**src/rtl/disp_scan_ctrl.sv**
```systemverilog
// Six-digit multiplexed 7-segment scanner for the clock display.
// Latches hh:mm:ss once per frame and blinks the field being edited.
module disp_scan_ctrl #(
    parameter int unsigned SCAN_DIV  = 50000,
    parameter int unsigned BLANK_CYC = 2,
    parameter int unsigned BLINK_DIV = 12500000
) (
    input  logic       clk,
    input  logic       rst,
    input  logic [7:0] hh,
    input  logic [7:0] mm,
    input  logic [7:0] ss,
    input  logic       set_en,
    input  logic [1:0] blink_sel,
    output logic [5:0] an,
    output logic [6:0] seg,
    output logic       dp,
    output logic       frame_p
);

    localparam int unsigned SW = (SCAN_DIV > 1) ? $clog2(SCAN_DIV) : 1;
    localparam int unsigned BW = (BLINK_DIV > 1) ? $clog2(BLINK_DIV) : 1;
    localparam logic [SW-1:0] SCAN_LAST  = SW'(SCAN_DIV - 1);
    localparam logic [BW-1:0] BLINK_LAST = BW'(BLINK_DIV - 1);

    logic [SW-1:0] scan_cnt_q, scan_cnt_d;
    logic [2:0]    dig_q, dig_d;
    logic [BW-1:0] blink_cnt_q, blink_cnt_d;
    logic          blink_ph_q, blink_ph_d;
    logic [1:0]    sel_prev_q, sel_prev_d;
    logic [7:0]    hh_q, hh_d, mm_q, mm_d, ss_q, ss_d;
    logic [5:0]    an_q, an_d;
    logic [6:0]    seg_q, seg_d;
    logic          dp_q, dp_d;
    logic          frame_p_q, frame_p_d;

    logic       tick, frame_end, ghost, in_fld, blank;
    logic [3:0] nib;

    function automatic logic [6:0] dec7(input logic [3:0] v);
        logic [6:0] s;
        case (v)
            4'd0:    s = 7'b1000000;
            4'd1:    s = 7'b1111001;
            4'd2:    s = 7'b0100100;
            4'd3:    s = 7'b0110000;
            4'd4:    s = 7'b0011001;
            4'd5:    s = 7'b0010010;
            4'd6:    s = 7'b0000010;
            4'd7:    s = 7'b1111000;
            4'd8:    s = 7'b0000000;
            4'd9:    s = 7'b0010000;
            default: s = 7'b0111111;
        endcase
        return s;
    endfunction

    always_comb begin
        scan_cnt_d  = scan_cnt_q;
        dig_d       = dig_q;
        blink_cnt_d = blink_cnt_q;
        blink_ph_d  = blink_ph_q;
        sel_prev_d  = blink_sel;
        hh_d        = hh_q;
        mm_d        = mm_q;
        ss_d        = ss_q;

        tick       = (scan_cnt_q == SCAN_LAST);
        frame_end  = tick && (dig_q == 3'd5);
        scan_cnt_d = tick ? '0 : scan_cnt_q + 1'b1;
        if (tick) begin
            dig_d = (dig_q == 3'd5) ? 3'd0 : dig_q + 3'd1;
        end
        if (frame_end) begin
            hh_d = hh;
            mm_d = mm;
            ss_d = ss;
        end

        // A new field selection restarts the blink so it is seen at once.
        if (blink_sel != sel_prev_q) begin
            blink_cnt_d = '0;
            blink_ph_d  = 1'b0;
        end else if (blink_cnt_q == BLINK_LAST) begin
            blink_cnt_d = '0;
            blink_ph_d  = ~blink_ph_q;
        end else begin
            blink_cnt_d = blink_cnt_q + 1'b1;
        end

        case (blink_sel)
            2'b00:   in_fld = (dig_q == 3'd0) || (dig_q == 3'd1);
            2'b01:   in_fld = (dig_q == 3'd2) || (dig_q == 3'd3);
            2'b10:   in_fld = (dig_q == 3'd4) || (dig_q == 3'd5);
            default: in_fld = 1'b0;
        endcase

        case (dig_q)
            3'd0:    nib = hh_q[7:4];
            3'd1:    nib = hh_q[3:0];
            3'd2:    nib = mm_q[7:4];
            3'd3:    nib = mm_q[3:0];
            3'd4:    nib = ss_q[7:4];
            default: nib = ss_q[3:0];
        endcase

        ghost     = (32'(scan_cnt_q) < BLANK_CYC);
        blank     = ghost || (set_en && blink_ph_q && in_fld);
        an_d      = blank ? '1 : ~(6'b000001 << dig_q);
        seg_d     = blank ? '1 : dec7(nib);
        dp_d      = !(((dig_q == 3'd1) || (dig_q == 3'd3)) && !blank);
        frame_p_d = frame_end;
    end

    always_ff @(posedge clk) begin
        if (rst) begin
            scan_cnt_q  <= '0;
            dig_q       <= '0;
            blink_cnt_q <= '0;
            blink_ph_q  <= 1'b0;
            sel_prev_q  <= blink_sel;
            hh_q        <= '0;
            mm_q        <= '0;
            ss_q        <= '0;
            an_q        <= '1;
            seg_q       <= '1;
            dp_q        <= 1'b1;
            frame_p_q   <= 1'b0;
        end else begin
            scan_cnt_q  <= scan_cnt_d;
            dig_q       <= dig_d;
            blink_cnt_q <= blink_cnt_d;
            blink_ph_q  <= blink_ph_d;
            sel_prev_q  <= sel_prev_d;
            hh_q        <= hh_d;
            mm_q        <= mm_d;
            ss_q        <= ss_d;
            an_q        <= an_d;
            seg_q       <= seg_d;
            dp_q        <= dp_d;
            frame_p_q   <= frame_p_d;
        end
    end

    assign an      = an_q;
    assign seg     = seg_q;
    assign dp      = dp_q;
    assign frame_p = frame_p_q;

endmodule

```
**config.mk**
```make
export PLATFORM = sky130hd
export DESIGN_NAME = disp_scan_ctrl
export DESIGN_NICKNAME = d
export VERILOG_FILES = /design/src/rtl/disp_scan_ctrl.sv
export SDC_FILE = /design/constraint.sdc
export NUM_CORES = 1
export LEC_CHECK = 0
export ABC_AREA = 0
export BUFFER_PORTS_ARGS = -buffer_cell sky130_fd_sc_hd__buf_4
export CELL_PAD_IN_SITES_DETAIL_PLACEMENT = 1
export CELL_PAD_IN_SITES_GLOBAL_PLACEMENT = 2
export CORE_ASPECT_RATIO = 0.75
export CORE_MARGIN = 2
export CORE_UTILIZATION = 38
export CTS_CLUSTER_SIZE = 40
export DETAILED_ROUTE_END_ITERATION = 8
export GPL_ROUTABILITY_DRIVEN = 0
export PLACE_DENSITY = 0.84
export SLEW_MARGIN = 10
export SYNTH_ARGS = -nofsm -noshare
export SYNTH_HDL_FRONTEND = slang
export SYNTH_SLANG_ARGS = --single-unit
```
**constraint.sdc**
```tcl
create_clock -name clk -period 6.4 [get_ports clk]
set_input_delay 0.32 -clock clk [delete_from_list [all_inputs] [get_ports clk]]
set_output_delay 0.32 -clock clk [all_outputs]
set_load 0.01 [all_outputs]
```
**Word-level counts from Yosys, hierarchy flattened**

Memories as Yosys holds them, arrays and structs flattened. A register that Yosys moved wholly into a read port is not among the register bits.
Cells that the tools add are included.

- Logic and storage cells: 49
- Output and inout bits: 15
- Bits in read-only memories: 112
- Memories: 1
- Register bits after elaboration: 78
- Input port bits: 29

Memories:

| name | words | bits a word | read ports | clocked after memory_dff | wr ports | RTL line | source |
|---|---|---|---|---|---|---|---|
| (name not given) | 16 | 7 | 1 | 1 | 0 | 42 | `case (v)` |

- Eq/ne operators: 10
- Shift-type cells: 1
- Multiplexer cells: 3
- Reduce and logical (&&, ||, !) cells: 17
- Bitwise operators: 2
- $lt $le $gt $ge: 1
- Add/subtract/negate cells: 3

Operator list:

| kind | count |
|---|---|
| adder 24 x 1 -> 24 bit, second input constant | 1 |
| == test 24 bit, second input constant | 1 |
| case mux 4 bit (5 select lines) | 1 |
| adder 16 x 1 -> 16 bit, second input constant | 1 |
| == test 16 bit, second input constant | 1 |
| less-than comparator 16 x 2 -> 1 bit, second input constant | 1 |
| == test 3 x 2 -> 1 bit, second input constant | 2 |
| == test 3 bit, second input constant | 2 |
| NOT 6 bit | 1 |
| OR reduction 2 bit | 3 |
| left shift 1 x 3 -> 6 bit, first input constant | 1 |
| logical OR 1 bit | 5 |
| logical AND 1 bit | 4 |
| adder 3 x 1 -> 3 bit, second input constant | 1 |
| == test 3 x 1 -> 1 bit, second input constant | 1 |
| logical NOT 3 bit | 1 |
| two-way mux 3 bit | 1 |
| case mux 1 bit (3 select lines) | 1 |
| OR reduction 3 bit | 1 |
| == test 2 x 1 -> 1 bit, second input constant | 1 |
| == test 2 bit, second input constant | 1 |
| logical NOT 1 bit | 2 |
| logical NOT 2 bit | 1 |
| != test 2 bit | 1 |
| NOT 1 bit | 1 |

**Depth between registers and ports, before layout**

- Depth in word-level cells: 8
- Gate-level depth with buffers: 11
- Mapped depth without buffers: 9

**Worst setup path before layout**

OpenSTA, ideal clock, no wires.

- Kind: flip-flop to flip-flop
- Start: reg dig_q[0]
- End: reg seg_q[1] (netlist: seg[1])
- Stages on the path, launching flop included: 12
- Library setup time: 0.137 ns
- Slack: 4.089 ns
- Clock period less this slack: 2.311 ns
- Data required time: 6.263 ns
- Path buffers: 2
- Arrival time: 2.174 ns
- Cell sequence: dfxtp_1 -> buf_6 -> inv_1 -> nor2_1 -> ha_1 -> clkbuf_1 -> a32oi_1 -> a32oi_1 -> inv_1 -> ha_1 -> a21oi_1 -> o21ai_0

- Longest elaborated chain between the ends: 6
- Elaborated cells on any way between the ends: 14
- Classes of those cells: eq/ne: 5; mux: 2; reduce/logical: 7

RTL lines:

| item | RTL line | source |
|---|---|---|
| start: declaration | 27 | `logic [2:0] dig_q, dig_d;` |
| start signal: assignment | 131 | `dig_q <= dig_d;` |
| == test 3 bit, or another cell as far along | 94, 98 |  |
| logical OR 1 bit (on tied branches) | 94, 92, 93 |  |
| case mux 1 bit (3 select lines) | 91 | `case (blink_sel)` |
| logical AND 1 bit | 108 | `blank = ghost \|\| (set_en && blink_ph_q && in_fld);` |
| logical OR 1 bit | 108 |  |
| OR reduction 2 bit (no source line) | - |  |
| end: declaration | 33 | `logic [6:0] seg_q, seg_d;` |

Parallel ways exist; a longest one is shown, timed or not.
A chain may end at the register's enable or synchronous reset.

**Worst setup path in the final report**

Ends and elaborated chain as after synthesis.

==> reports/results.txt <==
CP Max Fanout -> 13
PD cells -> 237 nW/um^2
WHS Path Cells -> 1
Layout area overhead -> 17.2%
met3 Usage GRT -> 4.61%
final period demand of the worst path -> 2870 ps
FMAX -> 348 MHz
Hold Buf Count CTS -> 0
number of synthesized flops with an enable pin -> 0
total gr overflow -> 0
Synth cell types -> 59
PortBufs -> 43
largest net degree at the start of global routing -> 33
mux cell area share after synthesis -> 1.43%
GRT busiest layer -> met2
synthesized flop and latch total -> 85
path depth of the worst reg2reg path -> 9
Pins Over Slew Limit -> 0
clk root buf -> clkbuf_16
share of the synthesized area in the top cell type -> 45.1%
crit path kind -> flip-flop to flip-flop
Critical Path End Type -> flip-flop
Worst setup SP type -> flip-flop
Core Rows -> 31
DRT iter0 DRCs -> 125
initial antenna violation count -> 0
Total GRT Usage -> 17.5%
Pleak -> 1.54 nW
Core ar. -> 9660 um^2
Worst-Margin Slew -> 878 ps
clk_skew -> 4.80 ps
Vias -> 3016
die area -> 10700 um^2
drt pass-1 iters -> 4
hold path start -> blink_sel[1]
Post-Route WL -> 8710 um
final number of setup-violating endpoints -> 0
Hold Path Class -> primary input to flip-flop
TritonCTS Sinks -> 85
mapped cell area -> 3770 um^2
Detailed Place HPWL -> 6330 um
XOR/XNOR share of the synthesized area -> 9.52%
ANT nets after route -> 0
total CTS buffers -> 9
first-pass GRT wire length -> 15000 um
RSZ-0062 raised after global routing -> no
Synthesized Nets -> 463
Design Area, Final -> 4420 um^2
Hold Vio Cnt, Final -> 0
simple logic cell fraction of the synthesized area -> 27.2%
Ports -> 44
met1 Use GR -> 21.8%
max-cap violations -> 0
diodes inserted -> 0
DRC -> 0
CTS tree -> yes
register area share after synthesis -> 45.1%
Synth Area in Compound Gates -> 10.2%
Via density -> 5.04
Die Ht -> 90.3 um
Clock Latency Late Sink -> 340 ps
Setup TNS Final -> 0 ps
vias in the first global route -> 3066
share of post-route cells with drive strength above 1 -> 16.7%
FILL cells -> 1125
largest family of logic cells by synthesized area -> simple AND/OR/NAND/NOR gates
ys flop type -> dfxtp_1
async set-reset flop share out of synthesis -> 0%
clock buffer depth -> 2
Post-Syn Area per Cell -> 8.81 um^2
final period utilization -> 44.9%
worst path required time -> 6570 ps
H-tree levels -> 3
Syn Inst Count -> 428
maximum vdd drop -> 0.000118 V
cell taking the most area after synthesis -> dfxtp_1
placed cell area -> 4160 um^2
DIE WIDTH -> 119 um
Synth area leaders -> dfxtp_1, xnor2_1, nand2_1
Resize count post-CTS -> 0
post-CTS setup buffers -> 0
relative slew slack -> 41.3%
Critical R2R Launch -> dig_q[0]
Synth Area in Adders -> 2.29%
WL/cell -> 14.5 um
Critical Path AT -> 3040 ps
FF-to-FF End -> seg[1]
met2 GRT Util -> 29.5%
post-route core utilization -> 45.8%
nets -> 498
Warnings, synthesis -> 0
worst reg2reg setup slack -> 3530 ps
Hold Crit Endpoint -> sel_prev_q[1]
outcome -> finished clean
CTS clk-pin slew, worst paths -> 60 ps
Initial Util -> 39.1%
## placed cells by master, fill, tap and decap left out, drive strengths merged, types with 5 or more instances in the layout
| cell | count |
|---|---|
| dfxtp | 85 |
| nand2 | 65 |
| nor2 | 58 |
| buf | 43 |
| xnor2 | 28 |
| a21oi | 27 |
| nand3 | 19 |
| inv | 15 |
| nor3 | 15 |
| xor2 | 13 |
| clkbuf | 13 |
| nand4 | 10 |
| and3 | 9 |
| nor4 | 7 |
| ha | 6 |
| o21ai | 5 |
## worst max path at each step
| stage | start | endpoint | slack, ps | depth (start not counted) |
|---|---|---|---|---|
| 6_report | dig_q[0] | seg[1] | 3530 | 9 |
| 5_1_grt | dig_q[1] | seg[1] | 3220 | 9 |
| 4_1_cts | dig_q[1] | seg[1] | 3490 | 9 |
| 3_5_place_dp | dig_q[1] | seg[1] | 3520 | 9 |
| 3_3_place_gp | dig_q[1] | seg[1] | 3740 | 9 |
| 2_1_floorplan | dig_q[0] | seg[1] | 4090 | 11 |
## sequential cells by signal, indices dropped and copies added, names as in the netlist
signal / cells
an: 6
blink_cnt_q: 24
blink_ph_q: 1
dig_q: 3
dp: 1
frame_p: 1
hh_q: 8
mm_q: 8
scan_cnt_q: 16
seg: 7
sel_prev_q: 2
ss_q: 8
## metal layers
layer | vias up | wire (um)
met2 | 42 | 4170
li1 | 1526 | -
met1 | 1434 | 4120
met5 | - | 0
met4 | 0 | 122
met3 | 14 | 305
## where the power goes
group	total (mW)	internal (mW)	switching, mW
registers	0.540	0.536	0.00342
clock network	0.465	0.270	0.195
logic	0.0425	0.0215	0.0211
total	1.05	0.828	0.220
## cells in the mapped netlist (all sizes together), types with 5 or more instances
| master | instances |
|---|---|
| dfxtp | 85 |
| nand2 | 65 |
| nor2 | 58 |
| xnor2 | 28 |
| a21oi | 27 |
| nand3 | 19 |
| inv | 15 |
| nor3 | 15 |
| xor2 | 13 |
| buf | 11 |
| nand4 | 10 |
| and3 | 9 |
| clkbuf | 8 |
| nor4 | 7 |
| ha | 6 |
| o21ai | 5 |
## stage by stage
step	instances	hold WS [ps]	setup slack, ps	total power, mW
global placement	584	427	3740	0.594
global route	599	121	3220	1.09
CTS	599	121	3490	1.06
finish	599	128	3530	1.05
detailed placement	584	444	3520	0.594
floorplan	428	348	4090	0.570
## kinds of logic (layout without fill, tap and decap cells)
logic type | count (synthesis) | after routing
adders and majority gates | 7 | 7
and+or+nand+nor | 203 | 203
DFF | 85 | 85
xor gates and xnor gates | 41 | 41
muxes | 5 | 5
buffers and inverters | 34 | 73
AOI/OAI and AO/OA | 53 | 53
## final cells by class
class	instances	area [um^2]	area share [%]
clock buffers	13	250	5.66
clock inverters	2	10.0	0.226
inverters	15	56.3	1.27
multi-input cells	309	1920	43.3
flip-flops and latches	85	1700	38.5
well taps	132	165	3.74
repair buffers	43	323	7.30
## critical path, cell delays in order, from the launching register on
cell,delay (ps)
dfxtp_1,610
inv_1,190
nor2_1,140
ha_1,440
a32oi_1,100
a32oi_1,510
inv_1,150
ha_1,330
a21oi_1,130
o21ai_0,100
Power figures use the tool's default switching activity.
